### config.mk
export PLATFORM = sky130hd
export DESIGN_NAME = octopos_mbox_reader
export DESIGN_NICKNAME = d
export VERILOG_FILES = /design/src/rtl/octopos_mbox_reader.sv
export SDC_FILE = /design/constraint.sdc
export NUM_CORES = 1
export LEC_CHECK = 0
export ABC_AREA = 0
export BUFFER_PORTS_ARGS = -buffer_cell sky130_fd_sc_hd__buf_2
export CAP_MARGIN = 10
export CELL_PAD_IN_SITES_DETAIL_PLACEMENT = 0
export CELL_PAD_IN_SITES_GLOBAL_PLACEMENT = 1
export CORE_MARGIN = 8
export CORE_UTILIZATION = 30
export DETAILED_ROUTE_END_ITERATION = 10
export PLACE_DENSITY_LB_ADDON = 0.1
export SETUP_SLACK_MARGIN = 0.4
export SYNTH_ARGS = -nofsm -noshare
export SYNTH_HDL_FRONTEND = slang
export SYNTH_SLANG_ARGS = --single-unit
### constraint.sdc
create_clock -name clk -period 2.2 [get_ports clk]
set_clock_uncertainty 0.05 [all_clocks]
set_input_delay 0.11 -clock clk [delete_from_list [all_inputs] [get_ports clk]]
set_output_delay 0.11 -clock clk [all_outputs]
set_load 0.02 [all_outputs]
### src/rtl/octopos_mbox_reader.sv
// octopos_mbox_reader
//
// Drains one mailbox message over AXI4-Lite whenever the mailbox interrupt is
// raised. It issues MSG_WORDS single-beat reads to the fixed address RD_ADDR, one
// read in flight at a time. Each good word is presented on a valid/ready output
// stream, and the final word of the message is marked with m_last. A read that
// returns a non-OKAY response aborts the message and raises the sticky err flag.
//
// Parameters:
//   MSG_WORDS  words fetched per interrupt (1..255)
//   RD_ADDR    read address of the mailbox data port
//
// Ports:
//   clk, resetn          clock, asynchronous active-low reset
//   irq                  level interrupt, "message readable"
//   m_axi_ar*            AXI4-Lite read address channel (master side)
//   m_axi_r*             AXI4-Lite read data channel (master side)
//   m_data/m_valid/
//   m_ready/m_last       output word stream
//   err, err_clr         sticky bad-response flag and its clear
//   busy                 high whenever a message is being fetched
//   msg_count            completed-message counter
//                        (only with OCTOPOS_MBOX_READER_STATS_EN defined)
//
// Optional feature macro: OCTOPOS_MBOX_READER_STATS_EN
module octopos_mbox_reader #(
  parameter int unsigned MSG_WORDS = 16,
  parameter logic [31:0] RD_ADDR   = 32'h0000_0000
) (
  input  logic        clk,
  input  logic        resetn,
  input  logic        irq,
  output logic [31:0] m_axi_araddr,
  output logic        m_axi_arvalid,
  input  logic        m_axi_arready,
  input  logic [31:0] m_axi_rdata,
  input  logic [1:0]  m_axi_rresp,
  input  logic        m_axi_rvalid,
  output logic        m_axi_rready,
  output logic [31:0] m_data,
  output logic        m_valid,
  input  logic        m_ready,
  output logic        m_last,
  output logic        err,
  input  logic        err_clr,
`ifdef OCTOPOS_MBOX_READER_STATS_EN
  output logic [15:0] msg_count,
`endif
  output logic        busy
);

  localparam logic [7:0] LastIdx = 8'(MSG_WORDS - 1);

  typedef enum logic [1:0] {
    StIdle,
    StAr,
    StR,
    StOut
  } state_e;

  state_e      state_q, state_d;
  logic [7:0]  cnt_q, cnt_d;
  logic [31:0] data_q, data_d;
  logic        valid_q, valid_d;
  logic        last_q, last_d;
  logic        err_q, err_d;

  always_ff @(posedge clk or negedge resetn) begin
    if (!resetn) begin
      state_q <= StIdle;
    end else begin
      state_q <= state_d;
    end
  end

  always_ff @(posedge clk or negedge resetn) begin
    if (!resetn) begin
      cnt_q   <= '0;
      data_q  <= '0;
      valid_q <= 1'b0;
      last_q  <= 1'b0;
      err_q   <= 1'b0;
    end else begin
      cnt_q   <= cnt_d;
      data_q  <= data_d;
      valid_q <= valid_d;
      last_q  <= last_d;
      err_q   <= err_d;
    end
  end

  always_comb begin
    state_d       = state_q;
    cnt_d         = cnt_q;
    data_d        = data_q;
    valid_d       = valid_q;
    last_d        = last_q;
    // A clear is overridden below if a bad response lands in the same cycle.
    err_d         = err_q & ~err_clr;
    m_axi_arvalid = 1'b0;
    m_axi_rready  = 1'b0;

    unique case (state_q)
      StIdle: begin
        if (irq && !valid_q) begin
          state_d = StAr;
          cnt_d   = '0;
        end
      end
      StAr: begin
        m_axi_arvalid = 1'b1;
        if (m_axi_arready) begin
          state_d = StR;
        end
      end
      StR: begin
        m_axi_rready = 1'b1;
        if (m_axi_rvalid) begin
          if (m_axi_rresp == 2'b00) begin
            data_d  = m_axi_rdata;
            valid_d = 1'b1;
            last_d  = (cnt_q == LastIdx);
            state_d = StOut;
          end else begin
            // Bad response: drop the word and abandon the rest of the message.
            err_d   = 1'b1;
            state_d = StIdle;
          end
        end
      end
      StOut: begin
        if (valid_q && m_ready) begin
          valid_d = 1'b0;
          if (last_q) begin
            state_d = StIdle;
          end else begin
            cnt_d   = cnt_q + 8'd1;
            state_d = StAr;
          end
        end
      end
      default: begin
        state_d = StIdle;
      end
    endcase
  end

  assign m_axi_araddr = RD_ADDR;
  assign m_data       = data_q;
  assign m_valid      = valid_q;
  assign m_last       = last_q;
  assign err          = err_q;
  assign busy         = (state_q != StIdle);

`ifdef OCTOPOS_MBOX_READER_STATS_EN
  logic [15:0] msg_count_q;

  // Counts only messages whose last word was handed off; aborts never get here.
  always_ff @(posedge clk or negedge resetn) begin
    if (!resetn) begin
      msg_count_q <= '0;
    end else if (state_q == StOut && valid_q && m_ready && last_q) begin
      msg_count_q <= msg_count_q + 16'd1;
    end
  end

  assign msg_count = msg_count_q;
`endif

endmodule

### Yosys cells after proc, flatten, opt, wreduce, memory -nomap -nowiden

Cells that the tools add are included.

* output and inout port bits: 70
* register bits after elaboration: 45
* word-level logic and storage cells: 51

* add/subtract/negate cells: 1
* equality and inequality tests: 10
* muxes and demuxes: 20
* bitwise operators: 2
* reduce and logical (&&, ||, !) cells: 12

Operators by type and width (number)
* $mux W8: 3
* $pmux W8 S2: 1
* $ne A2 B2 Y1 const B: 6
* $reduce_and A4 Y1: 3
* $mux W2: 5
* $mux W1: 9
* $add A8 B1 Y8 const B: 1
* $eq A8 B4 Y1 const B: 1
* $pmux W2 S4: 1
* $reduce_bool A2 Y1: 3
* $eq A2 B2 Y1 const B: 2
* $logic_not A2 Y1: 2
* $reduce_and A3 Y1: 1
* $eq A2 B1 Y1 const B: 1
* $logic_and A1 B1 Y1: 2
* $pmux W1 S2: 1
* $and A1 B1 Y1: 1
* $logic_not A1 Y1: 1
* $not A1 Y1: 1

### Logic depth before layout (Yosys ltp)

* depth after elaboration: 5
* depth in mapped cells: 4
* mapped depth without buffers: 4

### Least setup slack after synthesis

Ideal clock, no wire load.

* kind: reg2reg
* start point: register state_q[1]
* end point: register data_q[12] (netlist: m_data[12])
* clock period less this slack: 1.578 ns
* stages on the path, launching flop included: 5
* arrival: 1.403 ns
* library setup time: 0.125 ns
* path slack: 0.622 ns
* path buffers: 1
* data required time: 2.025 ns
* path through: dfrtp_1 > inv_2 > nor4b_4 > buf_6 > mux2_2

* longest elaborated chain between the ends: 2

Ends and longest elaborated chain
* from (decl): RTL line 61 `state_e state_q, state_d;`
* from (signal assigned): RTL line 70 `state_q <= StIdle;`
* from (signal assigned): RTL line 72 `state_q <= state_d;`
* $eq A2 B2 Y1: RTL line 103 `unique case (state_q)`
* $reduce_and A3 Y1 (no source line)
* to (signal assigned): RTL line 85 `data_q <= data_d;`
* to (decl): RTL line 63 `logic [31:0] data_q, data_d;`

Every way passes these cells.
A chain may end at the register's enable or synchronous reset.

### Worst setup path after layout

* start point: register state_q[0]
* end point: register data_q[27] (netlist: m_data[27])

The elaborated chain is that of the path after synthesis.

==> metrics.cfg <==
[timing]
max_slew_margin_pct = 61.0
tightestPinTransition_ns = 0.584
min_period_ns = 1.69
setup_viol_count_final = 0
fmax_mhz = 592
slew_violations = 0
rsz0062_at_grt = no
period_share_pct = 76.7
final-hold-violation-count = 0
setup_tns_ns = 0

[die]
fp-row-count = 31
die_y_microns = 102
die_w_microns = 102
io_pins = 111
coreArea_sq_um = 7180
initial_core_util_pct = 30.6
dieArea_sq_um = 10300

[power]
pwr-share-seq_pct = 39.4
combinationalPowerShare_pct = 42.2
clkPwrFrac_pct = 18.4
power.density_nw_per_um2 = 1120
switching_share_pct = 39.2
p_int_w = 0.00208
power_leakage_nw = 1.47
p_sw_w = 0.00134
peakVddDrop_mv = 0.616

[setup_path]
start_kind = flip-flop
arrival_ns = 1.82
cp-startpoint = state_q[0]
r2r_end = m_data[27]
regToRegSetupSlack_ns = 0.51
worstPathMaxFanout = 32
crit_path_end_kind = flip-flop
reg2reg_depth = 3
crit_type = reg -> reg
crit_required_ns = 2.33
timing.rr.start = state_q[0]

[global_routing]
antenna_found_initial = 0
first_global_vias = 1711
grt_pass1_wl_mm = 8.67
grt.total_usage_pct = 10.7
grt-ovfl-total = 0
grt_max_degree = 46

[synthesis]
yosysWarnings = 0
synth_area_sq_um = 2190
ys_types = 37
async_flop_share_pct = 100
synth_area_per_cell_sq_um = 12.2
synthCells = 180
synth_edf_count = 0
ys_ff_latch = 45
yosys.area.top_type = dfrtp_1
netlist.area_leader.share_pct = 51.3
yosysSeqAreaShare_pct = 51.3
synth_ff_type = dfrtp_1
ys_top_cells_by_area = dfrtp_1, mux2_2, buf_4, mux2_1, buf_6

[clock_tree]
cts-htree-levels = 2
clk_pin_slew_ns = 0.09
cts_sinks = 45
clk_latency_ns = 0.29
clk_path_buf_depth = 2
cts_tree = done
cts-root-buf = clkbuf_8
cts_made_buffers = 5

[layout]
layout-drive-gt1-share_pct = 42.8
stdcell_count = 396
nets = 338
diodes = 0
fillers = 689
postLayoutCoreUtil_pct = 42.4
area_growth_pct = 38.8

[detailed_routing]
drc = 0
detail-route-antenna-nets = 0
wl_per_cell_microns = 13.7
wl_mm = 5.41
drt_iter0_markers = 65
viasPerCell = 4.25
first_pass_iters = 4
dr_total_vias = 1683

[worst_hold_path]
hold_path_startpoint = err_clr
worstHoldPathCells = 3
hold_end = err
hold_class = in -> reg

[placed_design]
post-place-cells = 353
port_buffers = 78
gp_congestion = 0.669
hpwlAfterDp_mm = 3.97

[run]
drv_cap = 0

[outcome]
run_status = complete, no violations

[cells by family after synthesis]
kind of cell	count (synthesis)	share of synthesized area (%)
and+or+nand+nor	36	10.4
other	1	0.171
muxes	35	17.8
DFF	45	51.3
AOI/OAI and AO/OA	18	5.70
adders and majority gates	1	0.570
buffers and inverters	44	14.0
[state kept, by name, summed over array words and instances (netlist names)]
register / flops
m_valid: 1
cnt_q: 8
m_data: 32
err: 1
m_last: 1
state_q: 2
[cell usage after synthesis, types with 2 or more instances]
cell	count
dfrtp_1	45
buf_4	32
mux2_2	29
nand2_1	8
a21oi_1	5
clkbuf_1	4
inv_1	4
mux2_1	4
nand3_1	4
nor2_1	4
o31ai_1	4
buf_6	3
nand2b_1	3
or4_1	3
and4_1	2
mux2i_1	2
nand4_1	2
o211ai_1	2
o41ai_1	2
[routing by layer]
metal / share of wire, % / global-route usage (%) / up-vias / wire, microns
met3: 13 / 5.77 / 2 / 679
met5: 0 / 0 / - / 0
met4: 0.55 / 3.09 / 0 / 30
met2: 47 / 16.3 / 73 / 2520
met1: 40 / 12.6 / 806 / 2180
li1: - / - / 802 / -
[area by class of cell]
cell class | instances | area [sq um] | share of cell area [%]
clock inverter | 2 | 38.8 | 1.27
inverter | 5 | 18.8 | 0.616
sequential | 45 | 1130 | 37.1
multi-input combinational | 122 | 882 | 29.0
timing repair buffer | 117 | 781 | 25.6
tap | 99 | 124 | 4.07
clock buffer | 6 | 72.6 | 2.38
[power groups by stage]
stage / Combinational, W / Sequential, W / Clock (W)
after global routing: 0.00157 / 0.00140 / 0.000689
after floorplan: 0.000587 / 0.00170 / 0
after CTS: 0.00147 / 0.00135 / 0.000665
after global placement: 0.00142 / 0.00135 / 0
after detailed placement: 0.00142 / 0.00136 / 0
final: 0.00144 / 0.00135 / 0.000628
[worst max path at each step]
stage          cells after the start  slack (ns)          to
3_3_place_gp                       3        0.39    cnt_q[4]
6_report                           3        0.51  m_data[27]
2_1_floorplan                      4        0.62  m_data[12]
3_5_place_dp                       3        0.37    cnt_q[3]
4_1_cts                            3        0.42  m_data[10]
5_1_grt                            3        0.42  m_data[27]
[worst max-delay path: stages (launching register included)]
cell and delay, ns:
dfrtp_2 0.51, nor4b_4 0.39, buf_12 0.25, mux2_2 0.36
[cell usage in the layout, fill, tap and decap left out, types with 5 or more instances in the layout]
| cell type | count |
|---|---|
| a21oi_1 | 5 |
| buf_2 | 78 |
| clkbuf_8 | 5 |
| conb_1 | 32 |
| dfrtp_1 | 43 |
| dlygate4sd3_1 | 34 |
| mux2_2 | 29 |
| nand2_1 | 8 |
[through the flow]
step / power [W] / hold slack [ns] / area [sq um] / setup WS (ns)
after floorplan: 0.00229 / -0.236 / 2310 / 0.622
after global placement: 0.00277 / 0.205 / 2580 / 0.394
after detailed placement: 0.00278 / 0.205 / 2580 / 0.372
after CTS: 0.00348 / 0.00123 / 3030 / 0.420
after global routing: 0.00366 / 0.0734 / 3050 / 0.421
final: 0.00342 / 0.0322 / 3050 / 0.512
[timing repair]
action / CTS / global route
pin swaps: 0 / 1
setup buffers: 0 / 1
resized for setup: 1 / 2
endpoints found under the hold margin: 77 / 1
setup endpoints to repair: 2 / 34
hold buffers: 33 / 1
(Power assumes the default switching activity.)
